===== config.mk =====
export PLATFORM = sky130hd
export DESIGN_NAME = multibyte_add_seq
export DESIGN_NICKNAME = d
export VERILOG_FILES = /design/src/rtl/multibyte_add_pkg.sv /design/src/rtl/seq_timeout_ctr.sv /design/src/rtl/multibyte_add_seq.sv
export SDC_FILE = /design/constraint.sdc
export NUM_CORES = 1
export LEC_CHECK = 0
export BUFFER_PORTS_ARGS = -buffer_cell sky130_fd_sc_hd__buf_2
export CORE_MARGIN = 4
export CORE_UTILIZATION = 45
export CTS_CLUSTER_SIZE = 40
export DETAILED_ROUTE_END_ITERATION = 10
export HOLD_SLACK_MARGIN = 0.08
export PLACE_DENSITY = 0.71
export SLEW_MARGIN = 10
export SYNTH_ARGS = -nofsm -noshare
export SYNTH_HDL_FRONTEND = slang
export SYNTH_HIERARCHICAL = 1
export SYNTH_SLANG_ARGS = --single-unit

===== constraint.sdc =====
create_clock -name aclk -period 3.3 [get_ports aclk]
set_clock_uncertainty 0.1 [all_clocks]
set_input_delay 0.66 -clock aclk [delete_from_list [all_inputs] [get_ports aclk]]
set_output_delay 0.66 -clock aclk [all_outputs]
set_load 0.05 [all_outputs]

===== src/rtl/multibyte_add_pkg.sv =====
// Shared types and helpers for the multi-byte add sequencer.
// Operands wider than MAX_LIMBS limbs are not supported by get_limb.
package multibyte_add_pkg;

  localparam int LIMB_W     = 8;
  localparam int MAX_LIMBS  = 64;
  localparam int LIMB_VEC_W = LIMB_W * MAX_LIMBS;

  typedef enum logic [2:0] {
    StIdle,
    StLoad,
    StStrobe,
    StWaitBusy,
    StWaitDone,
    StCapture,
    StOut
  } seq_state_t;

  // Callers zero-extend their operand to LIMB_VEC_W before passing it in.
  function automatic logic [LIMB_W-1:0] get_limb(input logic [LIMB_VEC_W-1:0] vec,
                                                 input int unsigned idx);
    return LIMB_W'(vec >> (idx * LIMB_W));
  endfunction

endpackage


===== src/rtl/seq_timeout_ctr.sv =====
// Loadable down-counter; expired is high while the count sits at zero.
// Shared between the LOAD hold count and the adder handshake timeouts.
module seq_timeout_ctr #(
  parameter int unsigned Width = 6
) (
  input  logic             aclk,
  input  logic             aresetn,
  input  logic             load,
  input  logic [Width-1:0] load_val,
  input  logic             dec,
  output logic             expired
);

  logic [Width-1:0] cnt_q;

  always_ff @(posedge aclk or negedge aresetn) begin
    if (!aresetn) begin
      cnt_q <= '0;
    end else if (load) begin
      cnt_q <= load_val;
    end else if (dec && (cnt_q != '0)) begin
      cnt_q <= cnt_q - 1'b1;
    end
  end

  assign expired = (cnt_q == '0);

endmodule


===== src/rtl/multibyte_add_seq.sv =====
// Sequences a BYTES-wide addition through an external 8-bit adder, LSB limb first,
// chaining the carry and assembling sum, carry, zero and error flags.
module multibyte_add_seq
  import multibyte_add_pkg::*;
#(
  parameter int unsigned BYTES       = 4,
  parameter int unsigned LOAD_CYCLES = 3,
  parameter int unsigned TIMEOUT     = 32
) (
  input  logic                  aclk,
  input  logic                  aresetn,
  input  logic                  s_valid,
  output logic                  s_ready,
  input  logic [8*BYTES-1:0]    s_a,
  input  logic [8*BYTES-1:0]    s_b,
  input  logic                  s_carry,
  output logic                  m_valid,
  input  logic                  m_ready,
  output logic [8*BYTES-1:0]    m_sum,
  output logic                  m_carry,
  output logic                  m_zero,
  output logic                  m_err,
  output logic                  add_enable,
  output logic                  add_write,
  output logic                  add_strobe,
  output logic                  add_carry,
  output logic [7:0]            add_a,
  output logic [7:0]            add_b,
  input  logic [7:0]            add_sum,
  input  logic                  add_carry_o,
  input  logic                  add_ready
);

  localparam int unsigned W      = LIMB_W * BYTES;
  localparam int unsigned IdxW   = (BYTES > 1) ? $clog2(BYTES) : 1;
  localparam int unsigned CntMax = (LOAD_CYCLES > TIMEOUT) ? LOAD_CYCLES : TIMEOUT;
  localparam int unsigned CntW   = $clog2(CntMax + 1);

  localparam logic [IdxW-1:0] LastIdx  = IdxW'(BYTES - 1);
  localparam logic [CntW-1:0] LoadInit = CntW'(LOAD_CYCLES - 1);
  localparam logic [CntW-1:0] WaitInit = CntW'(TIMEOUT - 1);

  seq_state_t      state_q, state_d;
  logic [W-1:0]    a_q, a_d, b_q, b_d, sum_q, sum_d;
  logic            carry_q, carry_d;
  logic            zero_q, zero_d;
  logic            err_q, err_d;
  logic [IdxW-1:0] idx_q, idx_d;
  logic            cap_wait_q, cap_wait_d;
  logic            en_q;

  logic            ctr_load, ctr_dec, ctr_expired;
  logic [CntW-1:0] ctr_val;

  seq_timeout_ctr #(
    .Width(CntW)
  ) u_ctr (
    .aclk    (aclk),
    .aresetn (aresetn),
    .load    (ctr_load),
    .load_val(ctr_val),
    .dec     (ctr_dec),
    .expired (ctr_expired)
  );

  always_ff @(posedge aclk or negedge aresetn) begin
    if (!aresetn) begin
      state_q    <= StIdle;
      a_q        <= '0;
      b_q        <= '0;
      sum_q      <= '0;
      carry_q    <= 1'b0;
      zero_q     <= 1'b0;
      err_q      <= 1'b0;
      idx_q      <= '0;
      cap_wait_q <= 1'b0;
      en_q       <= 1'b0;
    end else begin
      state_q    <= state_d;
      a_q        <= a_d;
      b_q        <= b_d;
      sum_q      <= sum_d;
      carry_q    <= carry_d;
      zero_q     <= zero_d;
      err_q      <= err_d;
      idx_q      <= idx_d;
      cap_wait_q <= cap_wait_d;
      en_q       <= 1'b1;
    end
  end

  always_comb begin
    state_d    = state_q;
    a_d        = a_q;
    b_d        = b_q;
    sum_d      = sum_q;
    carry_d    = carry_q;
    zero_d     = zero_q;
    err_d      = err_q;
    idx_d      = idx_q;
    cap_wait_d = cap_wait_q;
    ctr_load   = 1'b0;
    ctr_dec    = 1'b0;
    ctr_val    = LoadInit;

    unique case (state_q)
      StIdle: begin
        if (s_valid) begin
          a_d      = s_a;
          b_d      = s_b;
          carry_d  = s_carry;
          idx_d    = '0;
          zero_d   = 1'b1;
          err_d    = 1'b0;
          ctr_load = 1'b1;
          ctr_val  = LoadInit;
          state_d  = StLoad;
        end
      end
      StLoad: begin
        if (ctr_expired) state_d = StStrobe;
        else ctr_dec = 1'b1;
      end
      StStrobe: begin
        ctr_load = 1'b1;
        ctr_val  = WaitInit;
        state_d  = StWaitBusy;
      end
      StWaitBusy: begin
        if (!add_ready) begin
          ctr_load = 1'b1;
          ctr_val  = WaitInit;
          state_d  = StWaitDone;
        end else if (ctr_expired) begin
          err_d   = 1'b1;
          state_d = StOut;
        end else begin
          ctr_dec = 1'b1;
        end
      end
      StWaitDone: begin
        if (add_ready) begin
          cap_wait_d = 1'b1;
          state_d    = StCapture;
        end else if (ctr_expired) begin
          err_d   = 1'b1;
          state_d = StOut;
        end else begin
          ctr_dec = 1'b1;
        end
      end
      StCapture: begin
        // First cycle lets the adder's registered sum settle; second cycle stores it.
        if (cap_wait_q) begin
          cap_wait_d = 1'b0;
        end else begin
          sum_d[idx_q*LIMB_W +: LIMB_W] = add_sum;
          carry_d = add_carry_o;
          zero_d  = zero_q & (add_sum == '0);
          if (idx_q == LastIdx) begin
            state_d = StOut;
          end else begin
            idx_d    = idx_q + 1'b1;
            ctr_load = 1'b1;
            ctr_val  = LoadInit;
            state_d  = StLoad;
          end
        end
      end
      StOut: begin
        if (m_ready) state_d = StIdle;
      end
      default: state_d = StIdle;
    endcase
  end

  assign s_ready    = (state_q == StIdle);
  assign m_valid    = (state_q == StOut);
  assign m_sum      = sum_q;
  assign m_carry    = carry_q;
  assign m_zero     = zero_q;
  assign m_err      = err_q;
  assign add_enable = en_q;
  assign add_write  = (state_q == StLoad) || (state_q == StStrobe) ||
                      (state_q == StWaitBusy) || (state_q == StWaitDone);
  assign add_strobe = (state_q == StStrobe);
  assign add_carry  = carry_q;
  assign add_a      = get_limb(LIMB_VEC_W'(a_q), 32'(idx_q));
  assign add_b      = get_limb(LIMB_VEC_W'(b_q), 32'(idx_q));

endmodule


==> results.json <==
{
  "worstPathRequired_ps": 3460,
  "drive_above_1_share_pct": 42.8,
  "clk_transition_reported_paths_ps": 70,
  "insertion_delay_ps": 340,
  "vias_per_cell": 5.43,
  "area_growth_pct": 20.0,
  "synthCells": 443,
  "arrival_ps": 2920,
  "grt_max_degree": 69,
  "setup_viol": 0,
  "htreeDepth": 3,
  "max_stage_delay_ps": 600,
  "fmax_mhz": 363,
  "cts_tree": "built",
  "async_flop_share_pct": 100,
  "synth_area_leaders": "dfrtp_1 (52%), mux2_2 (14%), mux4_2 (6.7%), nand4_1 (3.7%), o21ai_0 (3.5%)",
  "synth_top_cell_by_area": "dfrtp_1",
  "finalCriticalPeriod_ps": 2750,
  "antenna_found_initial": 1,
  "cts_sinks": 112,
  "cts_resized": 0,
  "status": "finished, final reports clean",
  "io_pins": 136,
  "grt_pass1_vias": 4037,
  "drtIter0Drc": 189,
  "vdd_drop_max_mv": 0.607,
  "synth_edf_count": 0,
  "synth_seq_area_share_pct": 52.3,
  "cts_buffers": 9,
  "wire_per_inst_um": 17.0,
  "cts_setup_buffers": 0,
  "diodes": 0,
  "worstSetupPathType": "reg -> reg",
  "die-width_um": 117,
  "grt_pass1_wl_um": 20200,
  "ctsHoldBuffers": 1,
  "gp_congestion": 0.873,
  "root_buffer": "clkbuf_16",
  "dpl.hpwl_um": 8670,
  "synth_cell_types": 50,
  "wl_um": 12100,
  "ant_nets": 0,
  "dr.pass1.iters": 4,
  "slew_violations": 0,
  "core_area_um2": 11600,
  "overflow": 0,
  "syn_area_um2": 5360,
  "path_buf_inv": 0,
  "p_total_mw": 7.12,
  "hp-class": "reg -> reg",
  "initial_core_util_pct": 46.4,
  "crit_fanout": 21,
  "hold_path_end": "b_q[29]$_DFFE_PN0P_",
  "rr_startpoint": "state_q[1]$_DFFE_PN0P_",
  "row_count": 39,
  "nFillCells": 980,
  "crit_family": "simple AND/OR/NAND/NOR gates",
  "final_nets": 649,
  "synth_top_cell_area_share_pct": 52.3,
  "drc_errors": 0,
  "clockBufferDepth": 2,
  "grtUsageTotal_pct": 18.8,
  "yosys-top-cells-count": "dfrtp_1 (112), mux2_2 (66), inv_1 (41)",
  "setup_tns_ps": 0,
  "tightest_slew_ps": 731,
  "r2r_end": "u_ctr/cnt_q[5]$_DFFE_PN0P_",
  "startpoint_type": "flip-flop",
  "worstSetupEndpointType": "flip-flop",
  "post-route-period-util_pct": 83.4,
  "yosysMostFrequentCell": "dfrtp_1",
  "synthFlopType": "dfrtp_1",
  "critical_path.slowest_cell": "dfrtp_1",
  "rsz0062_at_grt": "false",
  "ff2ff_setup_slack_ps": 550,
  "hold_start": "b_q[29]$_DFFE_PN0P_",
  "max_slew_margin_pct": 51.2,
  "synth_seq_cells": 112,
  "cap_viol_max_count": 0,
  "power_density_nw_per_um2": 1110,
  "die_y_um": 117,
  "power.leakage_nw": 2.92,
  "critical_path.cell_chain": "nor2b_1 -> nand2_1 -> a21oi_1 -> or3b_1 -> or4_1 -> a31oi_1",
  "avgSynthCellArea_um2": 12.1,
  "yosysWarningCount": 6,
  "die-area_um2": 13700,
  "r2r_cells": 6,
  "port_buffers": 135,
  "cp.depth": 6,
  "finalHoldViolations": 0,
  "vias": 3849,
  "hold-path-cell-count": 1
}
metal layers:
layer	GRT usage, %	up-vias	part of all wire [%]
met3	6.63	15	8.5
met5	0	-	0.15
met2	29.8	117	48
met4	5.89	2	1.2
li1	-	1822	-
met1	24.4	1893	42
through the flow:
stage               hold WS (ps)  setup WS [ps]  std cells  util (%)  area [µm²]
floorplan                    264            695        444         -        5370
global placement             374            647        693      53.0        6120
detailed placement           372            535        693      53.0        6120
CTS                          408            559        709      55.7        6440
global route                 420            314        709      55.7        6440
finish                       404            546        709      55.7        6440
cells in the final DEF, fill, tap and decap left out, types with 5 or more instances in the layout:
cell type,n
or4_1,5
nand4_1,32
dfrtp_1,112
inv_1,41
mux4_2,16
buf_2,134
clkbuf_16,9
nand2_1,8
o21ai_0,37
nor2_1,10
ha_1,8
mux2_2,66
a21oi_1,9
buf_4,7
sequential cells by signal, indices dropped and copies added (netlist names):
register and cells:
a_q 32, b_q 32, m_sum 32, u_ctr/cnt_q 6, state_q 3, idx_q 2
add_carry 1, add_enable 1, cap_wait_q 1, m_err 1, m_zero 1
report_power, final:
part           internal (mW)  switching, mW  total [mW]
combinational           1.31           2.27        3.58
clock                  0.663          0.475        1.14
sequential              2.01          0.390        2.40
total                   3.98           3.14        7.12
worst max-delay path by stage:
| stage | slack [ps] | startpoint | end |
|---|---|---|---|
| after floorplan | 700 | state_q[1]$_DFFE_PN0P_ | s_ready |
| after global placement | 650 | add_ready | u_ctr/cnt_q[5]$_DFFE_PN0P_ |
| after detailed placement | 540 | add_ready | u_ctr/cnt_q[5]$_DFFE_PN0P_ |
| after CTS | 560 | state_q[1]$_DFFE_PN0P_ | u_ctr/cnt_q[5]$_DFFE_PN0P_ |
| after global routing | 310 | state_q[1]$_DFFE_PN0P_ | u_ctr/cnt_q[5]$_DFFE_PN0P_ |
| final | 550 | state_q[1]$_DFFE_PN0P_ | u_ctr/cnt_q[5]$_DFFE_PN0P_ |
final cells by class:
type	instances	area (µm²)	area share [%]
flip-flops and latches	112	2800	43.5
multi-input cells	255	2250	34.9
well taps	143	179	2.78
clock buffers	12	236	3.67
clock inverters	3	67.6	1.05
repair buffers	143	753	11.7
inverters	41	154	2.39
cells by family (layout without fill, tap and decap cells):
group,count (synthesis),count (layout),share of synthesized area [%]
xor+xnor,1,1,0.163
flops,112,112,52.3
buf+inv,77,199,5.95
mux,83,83,20.8
compound gates,70,70,7.79
other cells,2,3,0.140
simple gates,90,90,11.1
fa+ha+maj,8,8,1.87
Note: power is estimated with default switching activity, not from simulation.
